[src/rtl/bp_stream_beat_tracker.sv]
// Beat-index counter, mid-stream flag and critical-address bypass register
// used by inbound BedRock stream pumps to walk a multi-beat message.
module bp_stream_beat_tracker #(
    parameter int cnt_max_val_p    = 7,
    parameter int cnt_reset_val_p  = 0,
    parameter int flag_width_p     = 1,
    parameter int clear_over_set_p = 1,
    parameter int byp_width_p      = 6,
    localparam int cnt_width_lp    = (cnt_max_val_p > 0) ? $clog2(cnt_max_val_p + 1) : 1
) (
    input  logic                    clk_i,
    input  logic                    reset_n_i,
    input  logic                    cnt_set_i,
    input  logic                    cnt_en_i,
    input  logic [cnt_width_lp-1:0] cnt_val_i,
    output logic [cnt_width_lp-1:0] cnt_o,
    input  logic [flag_width_p-1:0] flag_set_i,
    input  logic [flag_width_p-1:0] flag_clear_i,
    output logic [flag_width_p-1:0] flag_o,
    input  logic                    byp_en_i,
    input  logic [byp_width_p-1:0]  byp_data_i,
    output logic [byp_width_p-1:0]  byp_data_o
);

    if (cnt_reset_val_p > cnt_max_val_p) begin : g_bad_reset_val
        $error("cnt_reset_val_p must not exceed cnt_max_val_p");
    end
    if (cnt_max_val_p < 0) begin : g_bad_max_val
        $error("cnt_max_val_p must be non-negative");
    end
    if (flag_width_p < 1 || byp_width_p < 1) begin : g_bad_width
        $error("flag_width_p and byp_width_p must be at least 1");
    end

    logic [cnt_width_lp-1:0] cnt_q;
    logic [cnt_width_lp-1:0] cnt_inc;
    logic [flag_width_p-1:0] flag_q;
    logic [flag_width_p-1:0] flag_next;
    logic [byp_width_p-1:0]  byp_held;

    // Increment wraps back to zero once the last legal beat index is reached.
    always_comb begin
        cnt_inc = cnt_q + cnt_width_lp'(1);
        if (cnt_q == cnt_width_lp'(cnt_max_val_p)) begin
            cnt_inc = '0;
        end
    end

    always_comb begin
        flag_next = flag_q;
        if (clear_over_set_p != 0) begin
            flag_next = (flag_q | flag_set_i) & ~flag_clear_i;
        end else begin
            flag_next = (flag_q & ~flag_clear_i) | flag_set_i;
        end
    end

    always_ff @(posedge clk_i or negedge reset_n_i) begin
        if (!reset_n_i) begin
            cnt_q    <= cnt_width_lp'(cnt_reset_val_p);
            flag_q   <= '0;
            byp_held <= '0;
        end else begin
            if (cnt_set_i) begin
                cnt_q <= cnt_val_i;
            end else if (cnt_en_i) begin
                cnt_q <= cnt_inc;
            end
            flag_q <= flag_next;
            if (byp_en_i) begin
                byp_held <= byp_data_i;
            end
        end
    end

    assign cnt_o  = cnt_q;
    assign flag_o = flag_q;
    // Enable doubles as the select so a freshly captured value is visible this cycle.
    assign byp_data_o = byp_en_i ? byp_data_i : byp_held;

endmodule

[config.mk]
export PLATFORM = sky130hd
export DESIGN_NAME = bp_stream_beat_tracker
export DESIGN_NICKNAME = d
export VERILOG_FILES = /design/src/rtl/bp_stream_beat_tracker.sv
export SDC_FILE = /design/constraint.sdc
export NUM_CORES = 1
export LEC_CHECK = 0
export CAP_MARGIN = 0
export CORE_MARGIN = 2
export CORE_UTILIZATION = 25
export CTS_BUF_LIST = sky130_fd_sc_hd__clkbuf_8
export DETAILED_ROUTE_END_ITERATION = 7
export PLACE_DENSITY = 0.57
export SLEW_MARGIN = 25
export SYNTH_ARGS = -nofsm -noshare
export SYNTH_HDL_FRONTEND = slang
export SYNTH_SLANG_ARGS = --single-unit
[constraint.sdc]
create_clock -name clk_i -period 1.64 [get_ports clk_i]
set_clock_uncertainty 0.05 [all_clocks]
set_input_delay 0.328 -clock clk_i [delete_from_list [all_inputs] [get_ports clk_i]]
set_output_delay 0.328 -clock clk_i [all_outputs]
set_load 0.05 [all_outputs]
# Yosys cells after proc, flatten, opt, wreduce, memory -nomap -nowiden
# Index checks and enable logic that the tools add are counted.
[word_totals]
reg_bits = 10
in_bits = 16
output_inout_bits = 10
elab_cells = 13
[classes]
n_addsub = 1
eq_ne = 1
n_mux = 4
bitwise = 3
n_reduce_logical = 1
[ops]
columns = ["cell", "count"]
rows = [
  ["3-bit two-way mux", 3],
  ["6-bit two-way mux", 1],
  ["3-bit by 1-bit adder with 3-bit output (second input constant)", 1],
  ["3-bit equality test (second input constant)", 1],
  ["2-bit nonzero test", 1],
  ["1-bit bitwise AND", 1],
  ["1-bit NOT", 1],
  ["1-bit OR", 1],
]

# Logic depth before layout (Yosys ltp)
[depth]
depth_word = 4
mapped_depth = 4
mapped_depth_nobuf = 4

# Worst setup path after synthesis
# Ideal clock, no wire load.
[synth_timing]
path_kind = "reg2reg"
startpoint = "register cnt_q[0] (netlist: cnt_o[0])"
endpoint = "register cnt_q[0] (netlist: cnt_o[0])"
setup_time_ns = 0.124
t_arrival_ns = 1.339
required_ns = 1.466
setup_slack_ns = 0.127
stages_incl_launch_ff = 5
path_buffers = 0
period_less_slack_ns = 1.513
path_cell_list = "dfrtp_1 ha_1 ha_1 nor3b_2 o31a_1"
[synth_between]
elab_chain_cells = 4
elab_cells_between_ends = 5
classes_between = "add/sub: 1; eq/ne: 1; mux: 3"
[synth_rtl]
columns = ["element", "line_no", "rtl"]
rows = [
  ["from (decl)", "35", "logic [cnt_width_lp-1:0] cnt_q;"],
  ["from (signal assigned)", "60", "cnt_q <= cnt_width_lp'(cnt_reset_val_p);"],
  ["from (signal assigned)", "65", "cnt_q <= cnt_val_i;"],
  ["from (signal assigned)", "67", "cnt_q <= cnt_inc;"],
  ["3-bit by 1-bit adder with 3-bit output / 3-bit equality test (equally long branches)", "43, 44", ""],
  ["3-bit two-way mux (*)", "44", "if (cnt_q == cnt_width_lp'(cnt_max_val_p)) begin"],
  ["3-bit two-way mux (*)", "66", "end else if (cnt_en_i) begin"],
  ["3-bit two-way mux (*)", "64", "if (cnt_set_i) begin"],
]
# Mark *: on every way between the ends. The rest lies on a longest branch, timed or not. The select of a mux whose other input is x is not followed.
# A chain may end at the register's enable or synchronous reset.

# Worst setup path after layout
[layout_timing]
startpoint = "input byp_data_i[3]"
endpoint = "output byp_data_o[3]"
[layout_between]
elab_chain_cells = 1
[layout_rtl]
columns = ["element", "line_no", "rtl"]
rows = [
  ["from (decl)", "21", "input logic [byp_width_p-1:0] byp_data_i,"],
  ["6-bit two-way mux", "--", ""],
  ["to (decl)", "22", "output logic [byp_width_p-1:0] byp_data_o"],
]
# No other way between the ends.

==> metrics <==
final antenna-violating net count=0; r2r worst-path depth=4; Worst slew margin=69.6%; Final nets=roughly 80; # hold bufs at CTS=0; Req. time, crit path=~1.3 ns; Setup crit start kind=input port; Synth Area in Adders=5.87%; Crit path arrival time=1.20 ns; antenna violations before repair=0; Commonest cells post-synth=dfrtp_1, mux2_2; post-route cell area=about 750 um^2; area occupied by multi-input gates=around 170 um^2; Via density=4.47; worst skew pair latency=around 0.23 ns; CTS tree=yes; yosys warns=0; max incr delay on CP=0.40 ns; WS Path Type=input port to output port; worst reg2reg setup slack=between 0.3 and 0.4 ns; largest family of logic cells by synthesized area=multiplexers; xor and xnor area share after synthesis=0%; Synth Area in Compound Gates=4.40%; # fillers=154; most common cell in the netlist=dfrtp_1; Cell Int Power=around 600 uW; CTS buffer count=3; top cell type's share of synthesized area=58.7%; Synth async-reset ratio=100%; Cell Pwr Density=~1100 nW/um^2; cell type with the largest total area after synthesis=dfrtp_1; CTS sink cnt=10; # DRC=0; Area growth syn-to-layout=76.8%; # setup viols final=0; layout cells sized above 1=37.3%; Hold WC Path Type=input port to asynchronous set/reset pin; Overflow after GRT=0; CP Capture Type=output port; Routed Wire Length=827 um; Syn Area/Cell=13.8 um^2; Port-buffer cells=25; Die Wd=45.3 um; top cells by area, synth=dfrtp_1, mux2_2, ha_1; largest net degree at the start of global routing=11; Distinct cells, synth=12; DR vias=335; n_diodes=0; Least-Margin Pin Slew=between 0.4 and 0.5 ns; GPL Wtd Cong=between 0.6 and 0.7; total net switching power=243 uW; drt first-iter violations=2; DIE AREA=2050 um^2; status=finished clean; post-place instance area=704 um^2; Seq. cell area=around 250 um^2; Post-Synth Simple-Gate Area=9.38%; final hold viol count=0; Die Height=45.3 um; cell count after synthesis=31; clock power share=35.6%; static leakage=0.341 nW; MaxCap Viol Count=0; Post-CTS Repair Setup Buffers=0; drt first pass iters=3; Worst-path clk slew=approximately 0.05 ns; fmax=635 MHz; Reg power frac=34.5%; Combinational Power Share=29.9%; Clock Path Buffers=2; starting density of the core=27.4%; Crit-path slowest cell=clkdlybuf4s50_1; worst-path maximum fanout=2; Root Driver=clkbuf_8; post-synthesis mux area share=20.5%; first-pass GRT wire length=roughly 1.4 mm; core area=~1600 um^2; Cell Rows=14; Final Cycle Share=96.0%; total power draw=approximately 840 uW; DPL Wire Length=676 um; Sw Share=28.8%; Mapped Area=~430 um^2; # IOs=26; GRT Overall Usage=9.65%; vias in the first global route=334; H-Tree Level Count=1; WL/cell=11.0 um; minimum clock period=roughly 1.6 ns; top_reg_cell synth=dfrtp_1; flops & latches, synth=10; RSZ-0062 raised after global routing=no; critical-path cell list=clkdlybuf4s50_1, mux2_2, buf_4; Synth Net Count=about 50; EDFF count, synth=0; Slew Limit Fails=0; Peak VDD IR=0.630 mV; sequential area share after synthesis=about 59%
## critical path: cells and delay by family
family                 cells  cell delay [ns]
muxes                      1             0.27
buffers and inverters      2             0.59
## power groups by stage
| stage | registers (mW) | logic [mW] | clock network [mW] |
|---|---|---|---|
| final | 0.291 | 0.252 | 0.300 |
| after global routing | 0.293 | 0.266 | 0.329 |
| after CTS | 0.291 | 0.256 | 0.311 |
| after detailed placement | 0.295 | 0.256 | 0 |
| after global placement | 0.295 | 0.256 | 0 |
| after floorplan | 0.327 | 0.104 | 0 |
## routing by layer
layer	GRT usage (%)	part of all wire [%]	vias up
li1	-	-	165
met1	11.3	42	156
met2	14.3	49	12
met3	3.60	7.3	2
met4	7.06	1.3	0
met5	0	0	-
## per-stage QoR
stage | util (%) | cells | setup WS [ns] | hold WS, ns | setup TNS, ns
global placement | 45.2 | 71 | -0.274 | 0.429 | -1.61
floorplan | - | 31 | 0.127 | -0.0176 | 0
finish | 48.4 | 75 | 0.0653 | 0.365 | 0
CTS | 48.6 | 75 | 0.00153 | 0.370 | 0
global route | 48.4 | 75 | 0.0346 | 0.388 | 0
detailed placement | 45.2 | 71 | -0.267 | 0.436 | -1.59
## cell families (layout without fill, tap and decap cells)
group	Yosys count	in the layout
AOI/OAI and AO/OA	3	3
adders and majority gates	2	2
buffers and inverters	1	29
DFF	10	10
muxes	8	8
and+or+nand+nor	7	7
## cells in the final DEF (no fill, tap or decap)
cell type	count
clkdlybuf4s50_1	14
dfrtp_1	10
buf_4	7
mux2_2	6
clkbuf_8	4
buf_12	3
nor2_1	2
mux2i_1	2
nand2_1	2
o21ai_0	2
ha_1	2
nor3b_2	1
nor2b_1	1
nand2b_1	1
o31a_1	1
clkbuf_2	1
## worst paths after layout
check | startpoint | end
max | byp_data_i[3] | byp_data_o[3]
min | reset_n_i | flag_o
max reg2reg | cnt_o[0] | cnt_o[2]
min reg2reg | byp_held[1] | byp_held[1]
max in group asynchronous | reset_n_i | byp_held[0]
min in group clk_i | byp_en_i | byp_held[4]
## cell type report
type / instances / share of cell area, %
Timing Repair Buffer: 25 / 34.2
Sequential cell: 10 / 33.2
Multi-Input combinational cell: 20 / 22.7
Clock buffer: 4 / 7.30
Tap cell: 16 / 2.65
## sequential cells by signal, summed over array words and instances (netlist names)
signal	cells
cnt_o	3
byp_held	6
flag_o	1
## repair_timing
item                                    4_1_cts  5_1_grt
cloned                                        0        0
endpoints found under the setup margin        6        6
resized for setup                             1        2
(Power assumes the default switching activity.)
